### src/rtl/carry_output_scheduler.sv
// Output scheduler for the AV1 arithmetic-encoder carry stage: merges the main or auxiliar
// byte group (0-3 bytes) into a first-word-fall-through byte FIFO and sequences the end-of-frame flush.
module carry_output_scheduler #(
  parameter int OUTPUT_WIDTH    = 8,
  parameter int FIFO_ADDR_WIDTH = 4
) (
  input  logic                       clk,
  input  logic                       reset,
  input  logic [1:0]                 in_main_flag,
  input  logic [OUTPUT_WIDTH-1:0]    in_main_bit_1,
  input  logic [OUTPUT_WIDTH-1:0]    in_main_bit_2,
  input  logic [2:0]                 in_aux_flag,
  input  logic [OUTPUT_WIDTH-1:0]    in_aux_bit_1,
  input  logic [OUTPUT_WIDTH-1:0]    in_aux_bit_2,
  input  logic [OUTPUT_WIDTH-1:0]    in_aux_bit_3,
  input  logic                       in_ctrl_mux_final,
  input  logic                       in_final_flag,
  input  logic                       in_ready,
  output logic [OUTPUT_WIDTH-1:0]    out_byte,
  output logic                       out_valid,
  output logic                       out_stall,
  output logic [FIFO_ADDR_WIDTH:0]   out_fifo_level,
  output logic                       out_flush_done,
  output logic                       out_overflow,
  output logic [1:0]                 out_dbg_state
);

  // Handshake: a byte moves downstream on any clock edge where out_valid && in_ready;
  // upstream groups are taken only on edges where out_stall was low, otherwise dropped.

  localparam int DEPTH = 1 << FIFO_ADDR_WIDTH;
  localparam int LW    = FIFO_ADDR_WIDTH + 1;
  // Stall once fewer than three free slots remain so a 3-byte group always fits.
  localparam logic [LW-1:0] STALL_LEVEL = LW'(DEPTH - 2);

  typedef enum logic [1:0] {
    ST_RUN   = 2'd0,
    ST_FLUSH = 2'd1,
    ST_DONE  = 2'd2
  } state_e;

  state_e                       state_q, state_d;
  logic [FIFO_ADDR_WIDTH-1:0]   wr_ptr_q, wr_ptr_d;
  logic [FIFO_ADDR_WIDTH-1:0]   rd_ptr_q, rd_ptr_d;
  logic [LW-1:0]                level_q, level_d;
  logic                         overflow_q, overflow_d;
  logic [OUTPUT_WIDTH-1:0]      mem_q [DEPTH];

  logic [1:0]                   grp_cnt;
  logic [OUTPUT_WIDTH-1:0]      grp_byte [3];
  logic                         stall;
  logic                         rd_fire;
  logic                         wr_fire;
  logic [1:0]                   wr_cnt;

  always_comb begin
    grp_cnt     = 2'd0;
    grp_byte[0] = in_main_bit_1;
    grp_byte[1] = in_main_bit_2;
    grp_byte[2] = '0;
    if (in_ctrl_mux_final) begin
      grp_byte[0] = in_aux_bit_1;
      grp_byte[1] = in_aux_bit_2;
      grp_byte[2] = in_aux_bit_3;
      case (in_aux_flag)
        3'b001:  grp_cnt = 2'd1;
        3'b011:  grp_cnt = 2'd2;
        3'b010:  grp_cnt = 2'd3;
        default: grp_cnt = 2'd0;
      endcase
    end else begin
      case (in_main_flag)
        2'b01:   grp_cnt = 2'd1;
        2'b11:   grp_cnt = 2'd2;
        default: grp_cnt = 2'd0;
      endcase
    end
  end

  always_comb begin
    stall      = (state_q != ST_RUN) || (level_q >= STALL_LEVEL);
    rd_fire    = (level_q != '0) && in_ready;
    wr_fire    = !stall && (grp_cnt != 2'd0);
    wr_cnt     = wr_fire ? grp_cnt : 2'd0;

    wr_ptr_d   = wr_ptr_q + FIFO_ADDR_WIDTH'(wr_cnt);
    rd_ptr_d   = rd_ptr_q + FIFO_ADDR_WIDTH'(rd_fire);
    level_d    = level_q + LW'(wr_cnt) - LW'(rd_fire);
    overflow_d = overflow_q | (stall && (grp_cnt != 2'd0));

    state_d = state_q;
    case (state_q)
      ST_RUN:   if (in_final_flag && !stall) state_d = ST_FLUSH;
      ST_FLUSH: if (level_q == '0) state_d = ST_DONE;
      ST_DONE:  state_d = ST_RUN;
      default:  state_d = ST_RUN;
    endcase
  end

  always_ff @(posedge clk) begin
    if (reset) begin
      state_q    <= ST_RUN;
      wr_ptr_q   <= '0;
      rd_ptr_q   <= '0;
      level_q    <= '0;
      overflow_q <= 1'b0;
    end else begin
      state_q    <= state_d;
      wr_ptr_q   <= wr_ptr_d;
      rd_ptr_q   <= rd_ptr_d;
      level_q    <= level_d;
      overflow_q <= overflow_d;
    end
  end

  // Storage is not reset; the pointers alone define which entries are live.
  always_ff @(posedge clk) begin
    if (!reset && wr_fire) begin
      for (int k = 0; k < 3; k++) begin
        if (2'(k) < grp_cnt) begin
          mem_q[wr_ptr_q + FIFO_ADDR_WIDTH'(k)] <= grp_byte[k];
        end
      end
    end
  end

  assign out_byte       = mem_q[rd_ptr_q];
  assign out_valid      = (level_q != '0);
  assign out_stall      = stall;
  assign out_fifo_level = level_q;
  assign out_flush_done = (state_q == ST_DONE);
  assign out_overflow   = overflow_q;
  assign out_dbg_state  = state_q;

endmodule

### config.mk
export PLATFORM = sky130hd
export DESIGN_NAME = carry_output_scheduler
export DESIGN_NICKNAME = d
export VERILOG_FILES = /design/src/rtl/carry_output_scheduler.sv
export SDC_FILE = /design/constraint.sdc
export NUM_CORES = 1
export LEC_CHECK = 0
export CAP_MARGIN = 40
export CORE_UTILIZATION = 36
export DETAILED_ROUTE_END_ITERATION = 10
export GPL_ROUTABILITY_DRIVEN = 0
export SYNTH_ARGS = -nofsm -noshare
export SYNTH_HDL_FRONTEND = slang
export SYNTH_SLANG_ARGS = --single-unit
### constraint.sdc
create_clock -name clk -period 7.9 [get_ports clk]
set_input_delay 1.58 -clock clk [delete_from_list [all_inputs] [get_ports clk]]
set_output_delay 1.58 -clock clk [all_outputs]
set_load 0.05 [all_outputs]
==> flow_summary.yaml, run 1 <==
outcome:
  status: "complete, but fails checks"
  violations: "design-rule violations"
clocking:
  cts_sinks: 144
  hold_buffers: 0
  worstSkewPairLatency_ns: 0.43
  cts-root-buf: "clkbuf_16"
  cts_setup_buffers: 0
  cts_tree: "done"
  cts.htree.levels: 4
  clk_pin_slew_ns: 0.07
  cts_buffers: 17
  cts_max_path_buffers: 2
  cts_resized: 0
timing:
  drv_slew: 0
  finalSetupViolCount: 0
  fin_crit_ns: 4.81
  relSlewSlack_pct: 38.6
  finalSetupTns_ns: 0
  period_share_pct: 60.8
  holdWs_ns: 0.488
  grt_setup_unrepaired: "false"
  tightest_slew_ns: 0.914
  hold_viol_final: 0
  fin_skew_ns: 0.0105
  fmax_ghz: 0.208
setup_path:
  cpPeakStageDelay_ns: 0.72
  slowest_stage: "clkdlybuf4s50_1"
  path_max_fanout: 33
  worstPathRequired_ns: 6.32
  crit_arrival_ns: 3.23
  worstSetupEndpointType: "primary output"
  critPathKind: "flip-flop to primary output"
  crit_chain: "buf_4, mux4_2, mux4_2, clkdlybuf4s50_1"
  timing.critical_path.mode_cell: "mux4_2"
  critPathLaunchType: "flip-flop"
floorplan:
  io_pins: 69
  die_w_um: 167
  start_util_pct: 37.1
  dieArea_mm2: 0.0277
  fp.coreArea_mm2: 0.0263
  dieHeight_um: 167
  fp-row-count: 59
global_routing:
  grt_use_total_pct: 23.1
  grt_pass1_vias: 7407
  grt_pass1_wl_um: 47400
  antenna_found_initial: 0
  grt_start_max_net_pins: 40
  grt_overflow: 0
yosys:
  synth.largest_area_cell: "edfxtp_1"
  synth-seq-area-share_pct: 42.7
  synth.top_cell.area_share_pct: 39.5
  yosys_warnings: 0
  synth_cell_types: 61
  synth_nets: 943
  synth_edf_count: 128
  async_flop_share_pct: 0
  synth-seq-cells: 144
  syn_area_mm2: 0.00974
  synth_cells: 877
  synth_top_flop_cell: "edfxtp_1"
  synth_area_leaders: "edfxtp_1, mux4_2, o22ai_1"
  syn_area_per_cell_um2: 11.1
hold_path:
  hold_path_class: "flip-flop to flip-flop"
routing:
  drtIter0Drc: 1030
  route.vias.total: 7862
  drtPass1Iterations: 9
  wire_per_inst_um: 25.5
  drc_errors: 4
  drtAntennaViolNets: 0
  vias_per_cell: 6.28
  routed_wl_um: 31900
layout:
  drive_above_1_share_pct: 17.2
  nFillCells: 2445
  syn2layout_area_growth_pct: 15.5
  final_cells: 1252
  fin_area_mm2: 0.0113
  n_antenna_cell: 0
  nets: 970
power_and_ir_drop:
  p_leak_nw: 3.65
  ir_drop_mv: 0.122
  powerDensity_mw_per_mm2: 237
  p_total_w: 0.00267
flow_run:
  maxCapViolations: 0
placed_design:
  place_hpwl_um: 23600
  portBuffers: 68
  place_area_mm2: 0.0107
  dp.cells: 1220
[final timing paths]
path	from	end	slack [ns]	cells past startpoint
worst max register to register	wr_ptr_q[1]$_SDFF_PP0_	mem_q[13][6]$_DFFE_PP_	4.09	7
worst min-delay path	out_overflow$_SDFF_PP0_	out_overflow$_SDFF_PP0_	0.49	1
worst max-delay path	rd_ptr_q[0]$_SDFF_PP0_	out_byte[1]	3.09	4
worst min register to register	out_overflow$_SDFF_PP0_	out_overflow$_SDFF_PP0_	0.49	1
[registers in the layout, summed over array words and instances (netlist names)]
| register | flops |
|---|---|
| mem_q | 128 |
| out_fifo_level | 5 |
| rd_ptr_q | 4 |
| wr_ptr_q | 4 |
| out_dbg_state | 2 |
| out_overflow | 1 |
[where the power goes]
part	internal (W)	leakage (nW)	switching, W
Sequential	0.000875	1.28	0.0000381
Clock	0.000479	0.304	0.000332
Combinational	0.000355	2.06	0.000589
Total	0.00171	3.65	0.000959
[cells in the mapped netlist (4+ instances only)]
master / n
o22ai_1: 112
o21ai_1: 82
nand2_1: 103
edfxtp_1: 128
nor2_1: 35
buf_4: 6
o21ai_0: 12
buf_2: 29
mux2i_1: 65
nand4_1: 36
nor3_2: 4
nor4_4: 21
nor2b_1: 12
dfxtp_1: 16
inv_1: 15
mux4_2: 40
xnor2_1: 8
mux2_2: 16
nand3_1: 7
buf_1: 12
clkbuf_1: 32
a222oi_1: 4
ha_1: 14
and2_1: 12
[worst max-delay path: cells and delay by family (launching register included)]
family | cells | cell delay, ns
buf+inv | 2 | 1.28
flops | 1 | 0.31
mux | 2 | 1.18
[layout make-up]
cell class,count,area (µm²),area share (%)
sequential,144,4170,37.0
multi-input combinational,636,5140,45.7
inverter,15,56.3,0.500
clock buffer,22,531,4.71
clock inverter,10,67.6,0.600
tap,335,419,3.72
timing repair buffer,90,870,7.73
[layer usage]
layer | part of all wire, % | GRT usage (%)
met3 | 8.1 | 3.94
met1 | 39 | 29.0
met2 | 47 | 37.7
met5 | 0 | 0
met4 | 5.9 | 13.6
[cell usage in the layout, fill, tap and decap left out, drive strengths merged, types with 2 or more instances in the layout]
| cell | synthesis | routed |
|---|---|---|
| nor4 | 23 | 23 |
| a222oi | 4 | 4 |
| nand4 | 39 | 39 |
| xnor2 | 9 | 9 |
| clkinv | 0 | 7 |
| nand2 | 104 | 104 |
| clkdlybuf4s50 | 0 | 67 |
| nor3b | 2 | 2 |
| and2 | 13 | 13 |
| mux2 | 16 | 16 |
| a31oi | 3 | 3 |
| inv | 15 | 18 |
| nor3 | 7 | 7 |
| nand3 | 9 | 9 |
| nor2 | 36 | 36 |
| nor4bb | 2 | 2 |
| edfxtp | 128 | 128 |
| dfxtp | 16 | 16 |
| nand2b | 2 | 2 |
| o21ai | 94 | 94 |
| o22ai | 112 | 112 |
| buf | 50 | 23 |
| o21a | 2 | 2 |
| mux2i | 65 | 65 |
| o21ba | 2 | 2 |
| fa | 2 | 2 |
| nor4b | 3 | 3 |
| nand3b | 3 | 3 |
| xor2 | 4 | 4 |
| mux4 | 40 | 40 |
| nor2b | 12 | 12 |
| ha | 14 | 14 |
| a21oi | 3 | 3 |
| clkbuf | 32 | 22 |
[cell families after synthesis]
family / after synthesis / share of synthesized area (%)
AO/OA/AOI/OAI: 224 / 13.6
flip-flops: 144 / 42.7
AND/OR/NAND/NOR: 262 / 17.5
multiplexers: 121 / 17.8
buffers and inverters: 97 / 4.66
XOR/XNOR: 13 / 1.44
adder cells (fa/ha/maj): 16 / 2.21
[per-stage QoR]
step           setup WS [ns]  util [%]
2_1_floorplan           3.81         -
3_3_place_gp            2.74      40.2
3_5_place_dp            2.99      40.5
4_1_cts                 3.01      42.8
5_1_grt                 2.98      42.8
6_report                3.09      42.8
(Power assumes the default switching activity.)
==> inputs of run 2 (changes only) <==
- clock period: 7.9 -> 4.5 ns (I/O delays scaled with it)
==> run 2 against run 1 <==
Final cell count up 2.3%. Via count rose by 0.32%. Highest routed layer unchanged. Count of clock-buffer cells in the layout decreased by 4. Die area unchanged. Power up 76%. Sequential cell count unchanged. Largest power group is now sequential cells. Sequential power up 80%. The flow still finishes with violations (design-rule violations).
==> flow_summary.yaml, run 2 (synthesis gave the netlist of run 1 again) <==
outcome:
  status: "complete, but fails checks"
  violations: "design-rule violations"
setup_path:
  path_max_fanout: 21
  crit_chain: "buf_12, mux4_2, mux4_2, clkdlybuf4s50_1"
  cpPeakStageDelay_ns: 0.71
  critPathLaunchType: "flip-flop"
  critical-path-top-delay-family: "multiplexers"
  worstSetupEndpointType: "primary output"
  critPathKind: "flip-flop to primary output"
  worstPathRequired_ns: 3.60
  timing.critical_path.mode_cell: "mux4_2"
  slowest_stage: "clkdlybuf4s50_1"
  crit_arrival_ns: 3.25
  critical_path_buf_inv_count: 2
power_and_ir_drop:
  p_leak_nw: 3.77
  powerDensity_mw_per_mm2: 409
  ir_drop_mv: 0.234
clocking:
  cts.htree.levels: 4
  cts_buffers: 17
  cts-root-buf: "clkbuf_16"
  clk_pin_slew_ns: 0.07
  cts_resized: 0
  cts_sinks: 144
  hold_buffers: 0
  cts_max_path_buffers: 2
  cts_setup_buffers: 0
  worstSkewPairLatency_ns: 0.43
  cts_tree: "done"
floorplan:
  dieArea_mm2: 0.0277
  start_util_pct: 37.1
  io_pins: 69
  fp.coreArea_mm2: 0.0263
  die_w_um: 167
  fp-row-count: 59
  dieHeight_um: 167
routing:
  route.vias.total: 7887
  drc_errors: 4
  drtPass1Iterations: 9
  drtIter0Drc: 1209
  wire_per_inst_um: 25.4
  drtAntennaViolNets: 0
  routed_wl_um: 32500
  vias_per_cell: 6.16
global_routing:
  grt_overflow: 0
  grt_pass1_vias: 7650
  grt_use_total_pct: 23.6
  grt_pass1_wl_um: 48400
  antenna_found_initial: 0
  grt_start_max_net_pins: 37
timing:
  drv_slew: 0
  fmax_ghz: 0.241
  fin_crit_ns: 4.15
  fin_skew_ns: 0.0128
  hold_viol_final: 0
  finalSetupTns_ns: 0
  finalSetupViolCount: 0
  grt_setup_unrepaired: "false"
  period_share_pct: 92.1
  relSlewSlack_pct: 47.3
  tightest_slew_ns: 0.790
layout:
  top_register: "mem_q"
  layout_commonest_cell: "edfxtp_1"
  n_antenna_cell: 0
  fin_area_mm2: 0.0114
  largest_register_ffs: 128
  syn2layout_area_growth_pct: 17.4
  mostFrequentLayoutCells: "edfxtp_1, o22ai_1, nand2_1"
  nets: 999
  drive_above_1_share_pct: 19.7
hold_path:
  hold_path_class: "flip-flop to flip-flop"
flow_run:
  maxCapViolations: 0
placed_design:
  place_hpwl_um: 23200
  portBuffers: 68
  place_area_mm2: 0.0109
[run 2: power by group]
part	internal (W)	total (W)	switching [W]	leakage [nW]
Clock	0.000825	0.00144	0.000616	0.280
Combinational	0.000636	0.00160	0.000968	2.20
Sequential	0.00154	0.00164	0.000104	1.28
Total	0.00300	0.00468	0.00169	3.77
[run 2: final timing paths]
check	from	endpoint	slack (ns)	cells past startpoint
hold reg to reg	out_overflow$_SDFF_PP0_	out_overflow$_SDFF_PP0_	0.49	1
setup / recovery	rd_ptr_q[0]$_SDFF_PP0_	out_byte[2]	0.35	4
setup reg to reg	wr_ptr_q[1]$_SDFF_PP0_	mem_q[4][0]$_DFFE_PP_	0.90	6
hold / removal	out_overflow$_SDFF_PP0_	out_overflow$_SDFF_PP0_	0.49	1
[run 2: area by class of cell]
| cell class | instances | area [µm²] |
|---|---|---|
| clock inverter | 14 | 154 |
| timing repair buffer | 119 | 1070 |
| inverter | 15 | 56.3 |
| sequential | 144 | 4170 |
| clock buffer | 18 | 429 |
| tap | 335 | 419 |
| fill | 2491 | 14800 |
| multi-input combinational | 636 | 5140 |
[run 2: metrics by stage]
step	util (%)	power (W)	cells	setup WS (ns)	hold WS, ns
floorplan	-	0.00279	877	1.03	0.557
global placement	41.3	0.00326	1247	0.782	0.478
detailed placement	41.3	0.00327	1249	0.775	0.478
CTS	43.5	0.00469	1281	0.298	0.496
global route	43.5	0.00485	1281	0.228	0.522
finish	43.5	0.00468	1281	0.354	0.490
[run 2: routing by layer]
layer / vias to the layer above / track usage [%] / share of wire (%)
li1: 3555 / - / -
met1: 3795 / 30.2 / 39
met2: 459 / 39.0 / 48
met3: 78 / 3.64 / 8.3
met4: 0 / 11.9 / 4.3
met5: - / 0 / 0
